**config.mk**
```make
export PLATFORM = sky130hd
export DESIGN_NAME = div_seq
export DESIGN_NICKNAME = d
export VERILOG_FILES = /design/src/rtl/div_seq_pkg.sv /design/src/rtl/div_step.sv /design/src/rtl/div_seq.sv
export SDC_FILE = /design/constraint.sdc
export NUM_CORES = 1
export LEC_CHECK = 0
export CAP_MARGIN = 15
export CORE_ASPECT_RATIO = 0.8
export CORE_UTILIZATION = 35
export DETAILED_ROUTE_END_ITERATION = 16
export SETUP_SLACK_MARGIN = 0.1
export SLEW_MARGIN = 20
export SYNTH_ARGS = -nofsm -noshare
export SYNTH_HDL_FRONTEND = slang
export SYNTH_SLANG_ARGS = --single-unit
```
**constraint.sdc**
```tcl
create_clock -name clk -period 3.9 [get_ports clk]
set_input_delay 0.39 -clock clk [delete_from_list [all_inputs] [get_ports clk]]
set_output_delay 0.39 -clock clk [all_outputs]
set_load 0.05 [all_outputs]
```
**src/rtl/div_seq_pkg.sv**
```systemverilog
`default_nettype none
// ============================================================================
// Module : div_seq_pkg
// Brief  : Shared datapath types and constants for the sequential divider.
// Rev    : 1.0  initial release
// ============================================================================
package div_seq_pkg;

    localparam int DIV_WIDTH_DEF = 32;

    // Result select shared with the multiply write-back path
    localparam logic c_RES_SEL_LO = 1'b0;
    localparam logic c_RES_SEL_HI = 1'b1;

    typedef enum logic [1:0] {
        S_IDLE = 2'd0,
        S_CALC = 2'd1,
        S_FIX  = 2'd2
    } div_state_t;

endpackage : div_seq_pkg
`default_nettype wire

```
**src/rtl/div_step.sv**
```systemverilog
`default_nettype none
// ============================================================================
// Module : div_step
// Brief  : One combinational restoring-division step on a WIDTH+1 remainder.
// Rev    : 1.0  initial release
// ============================================================================
module div_step #(
    parameter int WIDTH = 32
) (
    input  logic [WIDTH:0]   i_rem,
    input  logic             i_dvd_msb,
    input  logic [WIDTH-1:0] i_div,
    output logic [WIDTH:0]   o_rem,
    output logic             o_q_bit
);

    logic [WIDTH:0] w_shift;
    logic [WIDTH:0] w_div_ext;

    assign w_shift   = {i_rem[WIDTH-1:0], i_dvd_msb};
    assign w_div_ext = {1'b0, i_div};

    // A set top bit means the shifted value already exceeds any divisor
    assign o_q_bit = i_rem[WIDTH] | (w_shift >= w_div_ext);
    assign o_rem   = o_q_bit ? (w_shift - w_div_ext) : w_shift;

endmodule : div_step
`default_nettype wire

```
**src/rtl/div_seq.sv**
```systemverilog
`default_nettype none
// ============================================================================
// Module : div_seq
// Brief  : Iterative WIDTH-cycle restoring divider (signed/unsigned) with
//          start/busy/done handshake producing quotient (LO) and remainder (HI).
// Rev    : 1.0  initial release
// ============================================================================
module div_seq
    import div_seq_pkg::*;
#(
    parameter int WIDTH = DIV_WIDTH_DEF
) (
    input  logic             clk,
    input  logic             rst,
    input  logic             start,
    input  logic [WIDTH-1:0] a,
    input  logic [WIDTH-1:0] b,
    input  logic             isSigned,
    output logic             busy,
    output logic             done,
    output logic [WIDTH-1:0] q,
    output logic [WIDTH-1:0] r
);

    localparam int c_CNT_W = $clog2(WIDTH) + 1;

    div_state_t         r_state;
    div_state_t         w_next_state;
    logic [c_CNT_W-1:0] r_cnt;
    logic [WIDTH-1:0]   r_dvd;
    logic [WIDTH-1:0]   r_div;
    logic [WIDTH:0]     r_rem;
    logic [WIDTH-1:0]   r_quot;
    logic               r_qs;
    logic               r_rs;
    logic               r_dz;
    logic               r_done;
    logic [WIDTH-1:0]   r_q;
    logic [WIDTH-1:0]   r_r;

    logic [WIDTH-1:0]   w_a_mag;
    logic [WIDTH-1:0]   w_b_mag;
    logic [WIDTH:0]     w_rem_next;
    logic               w_q_bit;
    logic               w_last;

    assign w_a_mag = (isSigned && a[WIDTH-1]) ? (-a) : a;
    assign w_b_mag = (isSigned && b[WIDTH-1]) ? (-b) : b;
    assign w_last  = (r_cnt == c_CNT_W'(WIDTH - 1));

    div_step #(
        .WIDTH (WIDTH)
    ) u_step (
        .i_rem     (r_rem),
        .i_dvd_msb (r_dvd[WIDTH-1]),
        .i_div     (r_div),
        .o_rem     (w_rem_next),
        .o_q_bit   (w_q_bit)
    );

    always_ff @(posedge clk) begin
        if (rst) begin
            r_state <= S_IDLE;
        end else begin
            r_state <= w_next_state;
        end
    end

    always_comb begin
        w_next_state = r_state;
        case (r_state)
            S_IDLE:  if (start) w_next_state = S_CALC;
            S_CALC:  if (w_last) w_next_state = S_FIX;
            S_FIX:   w_next_state = S_IDLE;
            default: w_next_state = S_IDLE;
        endcase
    end

    always_ff @(posedge clk) begin
        if (rst) begin
            r_cnt  <= '0;
            r_dvd  <= '0;
            r_div  <= '0;
            r_rem  <= '0;
            r_quot <= '0;
            r_qs   <= 1'b0;
            r_rs   <= 1'b0;
            r_dz   <= 1'b0;
            r_done <= 1'b0;
            r_q    <= '0;
            r_r    <= '0;
        end else begin
            r_done <= 1'b0;
            case (r_state)
                S_IDLE: begin
                    if (start) begin
                        r_dvd  <= w_a_mag;
                        r_div  <= w_b_mag;
                        r_qs   <= isSigned & (a[WIDTH-1] ^ b[WIDTH-1]);
                        r_rs   <= isSigned & a[WIDTH-1];
                        r_dz   <= (b == '0);
                        r_rem  <= '0;
                        r_quot <= '0;
                        r_cnt  <= '0;
                    end
                end
                S_CALC: begin
                    r_rem  <= w_rem_next;
                    r_dvd  <= {r_dvd[WIDTH-2:0], 1'b0};
                    r_quot <= {r_quot[WIDTH-2:0], w_q_bit};
                    r_cnt  <= r_cnt + 1'b1;
                end
                S_FIX: begin
                    // On divide by zero rem = |a|, so negating it restores a;
                    // only the quotient must stay all ones.
                    r_q    <= (r_qs && !r_dz) ? (-r_quot) : r_quot;
                    r_r    <= r_rs ? (-r_rem[WIDTH-1:0]) : r_rem[WIDTH-1:0];
                    r_done <= 1'b1;
                end
                default: ;
            endcase
        end
    end

    assign busy = (r_state != S_IDLE);
    assign done = r_done;
    assign q    = r_q;
    assign r    = r_r;

endmodule : div_seq
`default_nettype wire

```
==> results by group, run 1 <==
Die
  – Core area: 0.0336 mm^2
  – Ports: 134
  – Initial Util: 35.5%
  – Chip height: 167 um
  – Die X: 208 um
  – Full die area: 0.0348 mm^2
  – Num rows: 60

Power and ir drop
  – Pint: 4.94 mW
  – Worst vdd ir: 0.000300 V
  – Pwr dens: 561 mW/mm^2
  – Clock power frac: 29.4%
  – Leak: 5.22 nW
  – Sequential share of power: 30.0%
  – Switching pwr: 3.13 mW
  – Sw frac: 38.8%
  – Total power: 8.07 mW
  – Comb power frac: 40.6%

Yosys
  – Sequential area share after synthesis: 34.4%
  – Synth Register Bits: 205
  – Commonest cells post-synth: 205 x dfxtp_1, 152 x nor2_1, 135 x nand2_1
  – Top cells by area, synth: dfxtp_1 34%, xor2_1 6.0%, a211oi_1 5.2%, nor2_1 4.8%, xnor2_1 4.6%
  – Xor/xnor cell area share of the yosys netlist: 10.5%
  – Number of synthesized flops with an enable pin: 0
  – Main flop type after synthesis: dfxtp_1
  – Post-synthesis adder-cell area fraction: 4.05%
  – Synth warn: 0
  – Post-synthesis compound-gate area fraction: 25.8%
  – Synth cell types: 74
  – Cell with the most instances after synthesis: dfxtp_1
  – Ys async rst share: 0%
  – Post-synthesis mux area share: 0.168%
  – Mean post-synth cell area: 8.05 um^2
  – Synth Net Count: 1587
  – Post-synth top area cell: dfxtp_1
  – Post-Syn Area: 0.0119 mm^2
  – Largest family of logic cells by synthesized area: compound AO/OA/AOI/OAI gates
  – Synth Area in Simple Gates: 19.9%
  – Synth top area share: 34.4%
  – Cells after synthesis: 1481

CTS
  – Clock Tree Buf Depth: 3
  – # H-tree levels: 1
  – CTS Hold Bufs: 0
  – CTS Buf Count: 23
  – Post-CTS setup buffers: 0
  – Clock-pin slew on the worst setup and hold paths: 0.06 ns
  – CTS tree: done
  – Sink Count: 205
  – Gates resized, CTS repair: 0
  – Insertion delay to the later sink of the worst-skew pair: 0.52 ns
  – Clk root buf: clkbuf_16

Setup path
  – Worst path top cell family by delay: compound AO/OA/AOI/OAI gates
  – Crit path largest cell delay: 0.47 ns
  – Crit Path Class: reg2reg
  – Largest fanout on the critical path: 25
  – Crit-path slowest cell: o21a_2
  – WP data required: 4.33 ns
  – Critical-path cell list: ha_1 > nand4_1 > or3_4 > a211o_1 > a31oi_1 > o211a_1 > o21a_2 > o21ai_1 > o211ai_1
  – CP arrival: 3.79 ns
  – Worst R2R Path Depth: 9
  – Instance count on the critical path: 9
  – Critical path startpoint category: flop
  – Worst path bufs/invs: 0
  – CP Capture Type: flop

Route
  – Vias: 11000
  – DRC: 0
  – DR WL/cell: 16.9 um
  – Via-to-Cell Ratio: 5.47
  – DRT antenna net count: 0
  – Drt total wl: 33900 um
  – Detailed Route Iter0 Violations: 698
  – First drt pass iteration count: 7

Global route
  – Vias in the first global route: 10100
  – Initial antenna violation count: 0
  – Total gr overflow: 0
  – Largest net degree at the start of global routing: 86
  – Global Route Usage Sum: 19.0%
  – First-pass GRT wire length: 54500 um

Placed design
  – GPL Wtd Cong: 0.910
  – Port Buffers: 133
  – HPWL after DPL: 25100 um

STA
  – Maximum clock rate: 298 MHz
  – Total Neg Setup Slack: 0 ns
  – Setup violations, final: 0
  – Endpoints failing hold: 0
  – Max_slew headroom: 33.7%
  – Final period util: 86.1%
  – RSZ-0062 raised after global routing: false
  – Clk_skew: 0.0147 ns
  – Worst slew pin tran: 0.993 ns
  – Final Slew Violations: 0
  – Final worst path period need: 3.36 ns

Run status
  – Status: complete, no violations

Final layout
  – Area Overhead vs Synth: 20.8%
  – Fin util: 42.9%
  – Fillers: 3346
  – Antenna Cells: 0
  – Layout cell share with drive strength beyond 1: 5.97%
  – Nets: 1664

Run
  – Max-cap violations: 0

Worst hold path
  – Hold WC Path Type: reg2reg
  – Hold Path Cell Cnt: 2
[metrics by stage]
step           hold slack, ns  instance area [um^2]  setup WS, ns  std cells
6_report                0.458                 14400         0.543       2008
5_1_grt                 0.481                 14400         0.294       2008
4_1_cts                 0.462                 14400         0.595       2008
3_5_place_dp            0.448                 13600         0.623       1967
3_3_place_gp            0.446                 13600         0.655       1967
2_1_floorplan           0.420                 11900          1.27       1481
[logic make-up (layout without fill, tap and decap cells)]
group | Yosys count | count (layout)
buffers and inverters | 158 | 251
and+or+nand+nor | 480 | 480
muxes | 2 | 2
DFF | 205 | 205
AOI/OAI and AO/OA | 455 | 455
xor gates and xnor gates | 143 | 143
adders and majority gates | 38 | 38
[per-layer routing]
| layer | up-vias | GRT usage [%] | routed length [um] |
|---|---|---|---|
| li1 | 5550 | - | - |
| met1 | 5142 | 27.4 | 16800 |
| met2 | 245 | 29.7 | 14900 |
| met3 | 39 | 2.68 | 1470 |
| met4 | 0 | 4.22 | 664 |
| met5 | - | 0 | 0 |
[final timing paths]
check,start,endpoint,slack [ns]
min,r[0],r[0],0.46
max reg2reg,r_rem[10],r_rem[31],0.54
max,r_rem[10],r_rem[31],0.54
min reg2reg,r[0],r[0],0.46
[power groups by stage]
| stage | clock (mW) | combinational [mW] | sequential, mW |
|---|---|---|---|
| after floorplan | 0 | 2.37 | 2.39 |
| after global placement | 0 | 3.20 | 2.46 |
| after detailed placement | 0 | 3.21 | 2.47 |
| after CTS | 2.42 | 3.23 | 2.42 |
| after global routing | 2.53 | 3.62 | 2.44 |
| final | 2.37 | 3.28 | 2.42 |
[tightest hold or removal path: stages (launching register included)]
cell and delay (ns):
dfxtp_1 0.31, nand2_1 0.05, a21oi_1 0.05
[cell type report]
class | count | area, um^2 | share of cell area [%]
Tap cell | 434 | 543 | 3.77
Inverter | 57 | 214 | 1.49
Clock buffer | 33 | 653 | 4.54
Clock inverter | 8 | 168 | 1.16
Sequential cell | 205 | 4110 | 28.5
Timing Repair Buffer | 153 | 1480 | 10.3
Multi-Input combinational cell | 1118 | 7230 | 50.2
[layout by cell type, fill, tap and decap left out, types with 6 or more instances in the layout]
| cell type | n |
|---|---|
| dfxtp_1 | 204 |
| nor2_1 | 151 |
| nand2_1 | 135 |
| clkdlybuf4s50_1 | 132 |
| a21oi_1 | 100 |
| a211oi_1 | 83 |
| xor2_1 | 81 |
| o21ai_0 | 67 |
| xnor2_1 | 62 |
| inv_1 | 57 |
| ha_1 | 37 |
| nand3_1 | 30 |
| a22o_1 | 29 |
| nand4_1 | 29 |
| nor3_1 | 29 |
| o31ai_1 | 28 |
| o211ai_1 | 26 |
| a22oi_1 | 26 |
| clkbuf_16 | 23 |
| buf_4 | 21 |
| a31oi_1 | 14 |
| a21o_1 | 12 |
| nor4_1 | 12 |
| or3_1 | 12 |
| nand2b_1 | 11 |
| o41ai_1 | 11 |
| o22ai_1 | 11 |
| and3_1 | 10 |
| a311oi_1 | 10 |
| or4_1 | 9 |
| o21a_1 | 8 |
| and2_1 | 7 |
| or4_4 | 6 |
| clkbuf_1 | 6 |
[sequential cells by signal (all words and copies together), names as in the netlist]
name / count
r_rs: 1
r_state: 2
r_dvd: 32
done: 1
r_cnt: 6
q: 32
r_rem: 33
r: 32
r_dz: 1
r_qs: 1
r_div: 32
r_quot: 32
(Power assumes the default switching activity.)
==> run 2, diff against run 1 <==
Settings changed: CORE_UTILIZATION 35 to 30.
Clock period 3.9 ns to 4.1 ns, I/O delays scaled along.
==> run 2 against run 1 <==
Compared with the run above: critical path depth stayed put; combinational power is 7.6% lower; utilization is 5.7 points lower; maximum frequency is 1.8% higher.
==> results by group, run 2 (same netlist as run 1, synthesis figures left out) <==
STA
  – Final period util: 80.4%
  – Final worst path period need: 3.30 ns
  – Final hold slack: 0.413 ns
  – Clk_skew: 0.00744 ns
  – Endpoints failing hold: 0
  – Setup violations, final: 0
  – Total Neg Setup Slack: 0 ns
  – Maximum clock rate: 303 MHz
  – Final Slew Violations: 0
  – Max_slew headroom: 25.1%
  – Worst slew pin tran: 1.12 ns
  – RSZ-0062 raised after global routing: false

Final layout
  – Max reg flops: 33
  – Nets: 1656
  – Largest Register: r_rem
  – Layout cell share with drive strength beyond 1: 5.62%
  – Most common cell after layout, fill and taps aside: dfxtp_1
  – Antenna Cells: 0
  – Most frequent cells in the layout: 205 x dfxtp_1, 150 x nor2_1, 135 x nand2_1
  – Area Overhead vs Synth: 20.8%

Route
  – Detailed Route Iter0 Violations: 782
  – Drt total wl: 35200 um
  – DRC: 0
  – DR WL/cell: 16.8 um
  – First drt pass iteration count: 5
  – DRT antenna net count: 0
  – Via-to-Cell Ratio: 5.22
  – Vias: 10900

Placed design
  – GPL Wtd Cong: 0.947
  – HPWL after DPL: 25900 um
  – Port Buffers: 133

Die
  – Core area: 0.0387 mm^2
  – Num rows: 64
  – Chip height: 180 um
  – Die X: 225 um
  – Ports: 134
  – Initial Util: 30.8%
  – Full die area: 0.0405 mm^2

Power and ir drop
  – Leak: 5.16 nW
  – Worst vdd ir: 0.000317 V
  – Pwr dens: 519 mW/mm^2

Setup path
  – Critical path startpoint category: flop
  – WP data required: 4.55 ns
  – CP Capture Type: flop
  – Crit Path Class: reg2reg
  – CP arrival: 3.75 ns
  – Largest fanout on the critical path: 25
  – Worst R2R Path Depth: 9

CTS
  – Sink Count: 205
  – CTS tree: done
  – # H-tree levels: 1
  – Insertion delay to the later sink of the worst-skew pair: 0.53 ns
  – Post-CTS setup buffers: 0
  – CTS Buf Count: 24
  – Clock Tree Buf Depth: 3
  – Gates resized, CTS repair: 0
  – Clk root buf: clkbuf_16
  – Clock-pin slew on the worst setup and hold paths: 0.06 ns
  – CTS Hold Bufs: 0

Worst hold path
  – Hold Path Cell Cnt: 2
  – Hold WC Path Type: in2reg

Global route
  – Largest net degree at the start of global routing: 83
  – Initial antenna violation count: 1
  – Global Route Usage Sum: 17.1%
  – First-pass GRT wire length: 56900 um
  – Total gr overflow: 0
  – Vias in the first global route: 10200

Run
  – Max-cap violations: 0

Run status
  – Status: complete, no violations
-- run 2: final cells by class --
| class | count | area (um^2) |
|---|---|---|
| Inverter | 57 | 214 |
| Sequential cell | 205 | 4100 |
| Fill cell | 4000 | 24300 |
| Clock buffer | 34 | 688 |
| Clock inverter | 7 | 75.1 |
| Tap cell | 528 | 661 |
| Multi-Input combinational cell | 1118 | 7240 |
| Timing Repair Buffer | 144 | 1420 |
-- run 2: worst max-delay path: stages, from the launching register on --
cell and delay (ns):
dfxtp_1 0.42, ha_1 0.45, nand4_1 0.21, or3_4 0.40
a211o_1 0.28, a31oi_1 0.22, o211a_1 0.22, o21a_2 0.44
o21ai_1 0.29, o211ai_1 0.27
-- run 2: where the power goes --
group | internal [mW] | switching [mW]
logic | 1.12 | 1.92
clock network | 1.23 | 0.870
registers | 2.12 | 0.218
-- run 2: final timing paths --
check | startpoint | to | slack [ns]
max | r_rem[10] | r_rem[21] | 0.80
min | rst | r_state[0] | 0.41
max reg2reg | r_rem[10] | r_rem[21] | 0.80
min reg2reg | r_div[31] | r_div[31] | 0.46
-- run 2: per-stage QoR --
stage | instance area [um^2] | cells | util [%] | setup slack [ns] | power [mW]
floorplan | 11900 | 1481 | - | 1.47 | 4.53
global placement | 13600 | 2052 | 35.3 | 0.847 | 5.36
detailed placement | 13600 | 2052 | 35.3 | 0.746 | 5.36
CTS | 14400 | 2093 | 37.2 | 0.738 | 7.50
global route | 14400 | 2093 | 37.2 | 0.577 | 7.98
finish | 14400 | 2093 | 37.2 | 0.804 | 7.47
-- run 2: metal layers --
metal,vias to the layer above,part of all wire (%),global-route usage (%)
li1,5532,-,-
met1,5067,53,26.5
met2,294,39,23.7
met3,29,7.4,4.14
met4,2,1.4,2.72
met5,-,0.037,0
